### config.mk
export PLATFORM = sky130hd
export DESIGN_NAME = counter_ctrl
export DESIGN_NICKNAME = d
export VERILOG_FILES = /design/src/rtl/counter_ctrl_pkg.sv /design/src/rtl/counter_ctrl_prescaler.sv /design/src/rtl/counter_ctrl.sv
export SDC_FILE = /design/constraint.sdc
export NUM_CORES = 1
export LEC_CHECK = 0
export BUFFER_PORTS_ARGS = -buffer_cell sky130_fd_sc_hd__buf_2
export CORE_MARGIN = 1.5
export CORE_UTILIZATION = 40
export DETAILED_ROUTE_END_ITERATION = 8
export PLACE_DENSITY_LB_ADDON = 0.3
export SYNTH_ARGS = -nofsm -noshare
export SYNTH_HDL_FRONTEND = slang
export SYNTH_HIERARCHICAL = 1
export SYNTH_SLANG_ARGS = --single-unit
### constraint.sdc
create_clock -name clk -period 7 [get_ports clk]
set_clock_uncertainty 0.15 [all_clocks]
set_input_delay 0.7 -clock clk [delete_from_list [all_inputs] [get_ports clk]]
set_output_delay 0.7 -clock clk [all_outputs]
set_load 0.02 [all_outputs]
### src/rtl/counter_ctrl_pkg.sv
// Shared types and default sizes for the counter_ctrl run controller.
// State encodings are visible on the state output pins, so they are fixed.
package counter_ctrl_pkg;

  localparam int DEF_WIDTH = 4;
  localparam int DEF_PRE_W = 4;

  typedef enum logic [1:0] {
    ST_IDLE  = 2'd0,
    ST_RUN   = 2'd1,
    ST_PAUSE = 2'd2,
    ST_DONE  = 2'd3
  } state_e;

endpackage

### src/rtl/counter_ctrl_prescaler.sv
// Tick prescaler: pulses tick combinationally when enabled and pre_cnt has reached period.
// pre_cnt freezes while enable is low; clear zeroes it and has priority over enable.
module counter_ctrl_prescaler
  import counter_ctrl_pkg::*;
#(
  parameter int PRE_W = DEF_PRE_W
) (
  input  logic             clk,
  input  logic             rst_n,
  input  logic             enable,
  input  logic             clear,
  input  logic [PRE_W-1:0] period,
  output logic             tick
);

  logic [PRE_W-1:0] pre_cnt_q, pre_cnt_d;
  logic             hit;

  assign hit  = (pre_cnt_q == period);
  assign tick = enable && hit;

  always_comb begin
    pre_cnt_d = pre_cnt_q;
    if (clear) begin
      pre_cnt_d = '0;
    end else if (enable) begin
      pre_cnt_d = hit ? '0 : pre_cnt_q + 1'b1;
    end
  end

  always_ff @(posedge clk or negedge rst_n) begin
    if (!rst_n) begin
      pre_cnt_q <= '0;
    end else begin
      pre_cnt_q <= pre_cnt_d;
    end
  end

endmodule

### src/rtl/counter_ctrl.sv
// Run controller for a WIDTH-bit up-counter: start/pause/stop/clear, auto-reload or one-shot.
// Define COUNTER_CTRL_PRESCALE_EN to include the programmable prescaler; otherwise one tick per RUN cycle.
module counter_ctrl
  import counter_ctrl_pkg::*;
#(
  parameter int WIDTH = DEF_WIDTH,
  parameter int PRE_W = DEF_PRE_W
) (
  input  logic             clk,
  input  logic             rst_n,
  input  logic             start,
  input  logic             stop,
  input  logic             pause,
  input  logic             clear,
  input  logic             one_shot,
  input  logic [WIDTH-1:0] limit,
  input  logic [PRE_W-1:0] prescale,
  output logic [WIDTH-1:0] count,
  output logic             tick,
  output logic             wrap,
  output logic             busy,
  output logic             done,
  output logic [1:0]       state
);

  state_e           state_q, state_d;
  logic [WIDTH-1:0] count_q, count_d;
  logic [WIDTH-1:0] lim_q, lim_d;
  logic [WIDTH-1:0] count_inc;
  logic             os_q, os_d;
  logic             tick_q, tick_d;
  logic             wrap_q, wrap_d;
  logic             stop_ok, start_acc, pre_en, pre_clr, tick_now;

  // Command priority is clear > stop > start > pause; stop only matters outside IDLE.
  assign stop_ok   = stop && (state_q != ST_IDLE);
  assign start_acc = start && !clear && !stop_ok &&
                     (state_q == ST_IDLE || state_q == ST_DONE);
  assign pre_en    = (state_q == ST_RUN) && !clear && !stop_ok && !pause;
  assign pre_clr   = clear || start_acc;
  assign count_inc = count_q + 1'b1;

`ifdef COUNTER_CTRL_PRESCALE_EN
  logic [PRE_W-1:0] pre_q, pre_d;

  assign pre_d = start_acc ? prescale : pre_q;

  always_ff @(posedge clk or negedge rst_n) begin
    if (!rst_n) begin
      pre_q <= '0;
    end else begin
      pre_q <= pre_d;
    end
  end

  counter_ctrl_prescaler #(
    .PRE_W (PRE_W)
  ) u_prescaler (
    .clk    (clk),
    .rst_n  (rst_n),
    .enable (pre_en),
    .clear  (pre_clr),
    .period (pre_q),
    .tick   (tick_now)
  );
`else
  logic unused_pre;

  assign unused_pre = ^{prescale, pre_clr};
  assign tick_now   = pre_en;
`endif

  always_ff @(posedge clk or negedge rst_n) begin
    if (!rst_n) begin
      state_q <= ST_IDLE;
      count_q <= '0;
      lim_q   <= '0;
      os_q    <= 1'b0;
      tick_q  <= 1'b0;
      wrap_q  <= 1'b0;
    end else begin
      state_q <= state_d;
      count_q <= count_d;
      lim_q   <= lim_d;
      os_q    <= os_d;
      tick_q  <= tick_d;
      wrap_q  <= wrap_d;
    end
  end

  always_comb begin
    state_d = state_q;
    count_d = count_q;
    lim_d   = lim_q;
    os_d    = os_q;
    tick_d  = 1'b0;
    wrap_d  = 1'b0;
    if (clear) begin
      state_d = ST_IDLE;
      count_d = '0;
    end else if (stop_ok) begin
      state_d = ST_IDLE;
    end else if (start_acc) begin
      lim_d   = limit;
      os_d    = one_shot;
      count_d = '0;
      state_d = ST_RUN;
    end else begin
      unique case (state_q)
        ST_RUN: begin
          if (pause) begin
            state_d = ST_PAUSE;
          end else if (tick_now) begin
            tick_d = 1'b1;
            if (os_q) begin
              count_d = count_inc;
              if (count_inc == lim_q) begin
                state_d = ST_DONE;
              end
            end else if (count_q == lim_q) begin
              count_d = '0;
              wrap_d  = 1'b1;
            end else begin
              count_d = count_inc;
            end
          end
        end
        ST_PAUSE: begin
          if (!pause) begin
            state_d = ST_RUN;
          end
        end
        default: begin
        end
      endcase
    end
  end

  always_comb begin
    busy  = (state_q == ST_RUN) || (state_q == ST_PAUSE);
    done  = (state_q == ST_DONE);
    state = state_q;
    count = count_q;
    tick  = tick_q;
    wrap  = wrap_q;
  end

endmodule
## Word level (Yosys, flattened, before mapping)

Index checks and enable logic that the tools add are counted.

- Register bits after elaboration: 13
- Latch bits: 0
- Memory bits (writable): 0
- Memory bits (read-only): 0
- Bits of input ports: 15
- Output and inout port bits: 10
- Word-level logic and storage cells: 71
- Memories kept: 0

- Add/subtract/negate cells: 1
- Multipliers: 0
- Divide/modulo/power cells: 0
- $lt $le $gt $ge: 0
- Equality and inequality tests: 11
- Shift-type cells: 0
- Multiplexer cells: 31
- Bitwise operators: 2
- Reductions and logical operators: 20

Operator list:

| kind | count |
|---|---|
| 4-bit 2-to-1 mux | 8 |
| 2-bit 2-to-1 mux | 8 |
| 1-bit 2-to-1 mux | 14 |
| 6-bit inequality test, second input constant | 2 |
| 4-bit equality test | 2 |
| 1-bit logical AND | 7 |
| 6-bit by 5-bit inequality test with 1-bit output, second input constant | 1 |
| 3-bit nonzero test | 2 |
| 5-bit inequality test, second input constant | 1 |
| 5-bit AND reduction | 1 |
| 5-bit nonzero test | 1 |
| 4-bit by 1-bit adder with 4-bit output, second input constant | 1 |
| 2-bit equality test, second input constant | 2 |
| 2-bit case mux with 2 select lines | 1 |
| 4-bit AND reduction | 1 |
| 1-bit logical NOT | 3 |
| 3-bit by 1-bit inequality test with 1-bit output, second input constant | 1 |
| 3-bit AND reduction | 1 |
| 2-bit by 1-bit equality test with 1-bit output, second input constant | 1 |
| 2-bit logical NOT | 1 |
| 1-bit logical OR | 2 |
| 2-bit inequality test, second input constant | 1 |
| 1-bit NOT | 2 |
| 2-bit nonzero test | 1 |

## Longest topological paths before layout

- Depth after elaboration: 11
- Mapped depth: 7

## Worst setup path after synthesis

No wires, ideal clock.

- Kind: reg-to-reg
- Start point: reg state_q[1] (netlist: state[1])
- End point: reg state_q[0] (netlist: state[0])
- Data arrival time: 2.095 ns
- Required time: 6.723 ns
- Setup slack: 4.628 ns
- Cell stages (with the launch flop): 8
- Cell sequence: dfrtp_1 > inv_1 > ha_1 > nand2b_4 > a211o_4 > or4_1 > nand3_2 > mux2_1

- Word-level cells in the longest chain between the ends: 8
- Elaborated cells between the ends (all ways): 23
- Classes of those cells: eq/ne (7); mux (4); reduce/logical (12)

Ends and longest elaborated chain:

| item | RTL line | source |
|---|---|---|
| start: declaration | counter_ctrl.sv:26 | `state_e state_q, state_d;` |
| start signal: assignment | counter_ctrl.sv:82 | `state_q <= state_d;` |
| parallel branches: the longest is 8 deep, another holds 6-bit by 5-bit inequality test with 1-bit output | - |  |

Parallel ways; which one is timed is not known.
A chain may end at the register's enable or synchronous reset.

## Worst setup path after layout

Same ends and word-level chain as after synthesis.

==> flow_metrics.env <==
export IMPL_cts_hold_buf=0
export IMPL_drt_first_iter_violations=4
export IMPL_yosysUniqueCellTypes=25
export IMPL_place_detailed_hpwl_mm=1.12
export IMPL_antenna_cells=0
export IMPL_total_leakage_power_nw=0.461
export IMPL_cts_max_level=1
export IMPL_clk_root_buffer_cell="clkbuf_4"
export IMPL_via_count_of_the_first_global_routing_pass=566
export IMPL_n_fill_cell=191
export IMPL_syn_instance_count=72
export IMPL_routed_via_count=611
export IMPL_antenna_found_initial=0
export IMPL_power_switching_fraction=0.409
export IMPL_max_freq_mhz=420
export IMPL_final_max_slew_violation_count=0
export IMPL_grt_overflow_total=0
export IMPL_grt_first_pass_wirelength_mm=2.28
export IMPL_power_density_nw_per_um2=340
export IMPL_crit_family="simple AND/OR/NAND/NOR gates"
export IMPL_floorplan_die_height_um=46.9
export IMPL_io_pins=25
export IMPL_total_switching_power_mw=0.129
export IMPL_share_of_cells_above_drive_strength_1=0.323
export IMPL_final_net_count=117
export IMPL_combinational_power_share=0.485
export IMPL_transition_time_at_the_pin_with_the_least_slew_margin_ns=0.687
export IMPL_critical_path_reg2reg_startpoint="state[1]"
export IMPL_outcome="finished, final reports clean"
export IMPL_met2_length_um=639
export IMPL_average_wire_length_per_cell_after_detail_routing_um=12.1
export IMPL_depth_of_the_worst_register_to_register_path=7
export IMPL_critical_path_max_stage_delay_ns=0.54
export IMPL_numPortBuffers=20
export IMPL_postSynthRegisterBits=13
export IMPL_antenna_left=0
export IMPL_initial_utilization=0.438
export IMPL_fp_dieArea_um2=2200
export IMPL_timing_slew_headroom=0.540
export IMPL_cts_clock_pin_slew_for_the_worst_setup_and_hold_paths_ns=0.08
export IMPL_insertion_delay_ns=0.27
export IMPL_dpl_cell_count=117
export IMPL_internal_power_mw=0.187
export IMPL_timing_critical_path_buf_inv=1
export IMPL_layout_min_cycle_time_ns=2.38
export IMPL_setup_viol=0
export IMPL_critical_path_class="flip-flop to flip-flop"
export IMPL_wl_mm=1.46
export IMPL_synth_yosys_warnings=6
export IMPL_r2r_setup_slack_ns=4.62
export IMPL_top_layer_reached_by_signal_wires="met4"
export IMPL_route_detailed_drc=0
export IMPL_final_report_hold_violation_count=0
export IMPL_synth_seq_area_share=0.421
export IMPL_grt_resource_usage_total=0.145
export IMPL_fp_coreArea_um2=1760
export IMPL_maxCapViolations=0
export IMPL_average_instance_area_after_synthesis_um2=10.7
export IMPL_timing_critical_path_slowest_stage_cell="or4_1"
export IMPL_startpoint_type="flip-flop"
export IMPL_clock_tree_from_tritoncts="done"
export IMPL_dr_wl_met3_um=85
export IMPL_seq_power_share=0.369
export IMPL_post_route_period_util=0.340
export IMPL_area_added_between_synthesis_and_finish_pct=20.4
export IMPL_worstHoldPathType="input port to asynchronous set/reset pin"
export IMPL_gp_congestion=0.802
export IMPL_crit_reg2reg_capture="state[0]"
export IMPL_grt_start_max_net_pins=14
export IMPL_clk_path_buf_depth=2
export IMPL_critPathArrivalTime_ns=2.40
export IMPL_drtPass1Iterations=2
export IMPL_critical_path_required_ns=7.01
export IMPL_via_per_inst=5.05
export IMPL_dieWidth_um=46.9
export IMPL_num_rows=15
export IMPL_placement_cell_area_um2=903
export IMPL_post_cts_resize_count=0
export IMPL_unrepaired_setup_endpoints_after_global_routing="false"
export IMPL_cts_made_buffers=3
export IMPL_final_design_area_no_fill_um2=930
export IMPL_netlist_area_um2=772
export IMPL_crit_path_max_fanout=8
export IMPL_post_layout_nonfiller_instances=121
export IMPL_fin_tns_setup_ns=0
export IMPL_synth_nets=92
export IMPL_crit_path_cell_trace="inv_1, ha_1, nand2b_4, a211o_4, or4_1, nand3_2, mux2_1"
export IMPL_sink_count=13
export IMPL_m1WireLength_um=720
export IMPL_post_cts_setup_buffer_count=0
export IMPL_critPathCaptureType="flip-flop"
export IMPL_ir_drop_uv=192
export IMPL_pwr_share_clk=0.146
export IMPL_final_worst_hold_slack_ns=0.150
-- kinds of logic (layout without fill, tap and decap cells) --
kind of cell	count (synthesis)	after routing	synth area share
muxes	8	8	0.115
DFF	13	13	0.421
adders and majority gates	5	5	0.0810
xor gates and xnor gates	7	7	0.0794
AOI/OAI and AO/OA	9	9	0.0973
and+or+nand+nor	26	26	0.186
buffers and inverters	4	28	0.0194
-- area by class of cell --
type / count / area (um^2) / area share
multi-input combinational: 55 / 432 / 0.464
sequential: 13 / 325 / 0.350
timing repair buffer: 20 / 100 / 0.108
tap: 25 / 31.3 / 0.0336
clock buffer: 4 / 26.3 / 0.0283
inverter: 4 / 15.0 / 0.0162
-- per-stage QoR --
stage                     utilization  power [mW]  worst slack [ns]
after global placement          0.512       0.269              4.46
after CTS                       0.527       0.319              4.61
final                           0.527       0.316              4.62
after global routing            0.527       0.342              4.52
after floorplan                     -       0.237              4.63
after detailed placement        0.512       0.272              4.46
-- Yosys cell counts, drive strengths merged --
library cell	instances	area share
nand2b	2	0.026
nand3b	2	0.019
nor2	6	0.029
dfrtp	13	0.42
a211o	1	0.023
nand4	1	0.0081
nand3	4	0.032
mux2i	1	0.013
nor2b	2	0.016
or4	1	0.0097
a21o	1	0.0097
xor2	5	0.057
a21oi	3	0.019
nor3	4	0.026
mux2	7	0.10
a32oi	1	0.011
a311oi	2	0.023
inv	4	0.019
xnor2	2	0.023
nand2	4	0.019
ha	5	0.081
o311ai	1	0.011
-- state kept, by name, summed over array words and instances, names as in the netlist --
name   count
os_q       1
tick       1
wrap       1
lim_q      4
state      2
count      4
-- worst reg2reg max path, cell delays in order (launching register included) --
cell and delay [ns]:
dfrtp_1 0.42, inv_1 0.09, ha_1 0.24, nand2b_4 0.07, a211o_4 0.35, or4_1 0.54, nand3_2 0.10, mux2_1 0.31
-- per-layer routing --
metal	vias up	global-route usage
met4	0	0.0667
met5	-	0
met3	2	0.0192
li1	308	-
met2	20	0.244
met1	281	0.184
-- power by group through the flow --
| stage | sequential [mW] | clock [mW] | combinational [mW] |
|---|---|---|---|
| finish | 0.117 | 0.0461 | 0.153 |
| global route | 0.120 | 0.0502 | 0.172 |
| CTS | 0.117 | 0.0473 | 0.155 |
| global placement | 0.118 | 0 | 0.151 |
| detailed placement | 0.119 | 0 | 0.154 |
| floorplan | 0.123 | 0 | 0.113 |
-- worst max path at each step --
stage / from / endpoint / slack, ns / depth (start not counted)
5_1_grt: state[1] / state[0] / 4.52 / 7
6_report: state[1] / state[0] / 4.62 / 7
3_5_place_dp: pause / state[0] / 4.46 / 6
2_1_floorplan: state[1] / state[0] / 4.63 / 7
4_1_cts: state[1] / state[0] / 4.61 / 7
3_3_place_gp: pause / state[0] / 4.46 / 6
-- cell usage in the layout (no fill, tap or decap), drive strengths merged --
cell type  instances
nand4              1
a211o              1
buf               20
mux2               7
o311ai             1
nor3               4
nor2b              2
a32oi              1
xor2               5
nor2               6
nand3b             2
ha                 5
xnor2              2
a21oi              3
dfrtp             13
mux2i              1
a311oi             2
or4                1
a21o               1
nand2              4
clkbuf             4
nand3              4
inv                4
nand2b             2
Note: power is estimated with default switching activity, not from simulation.
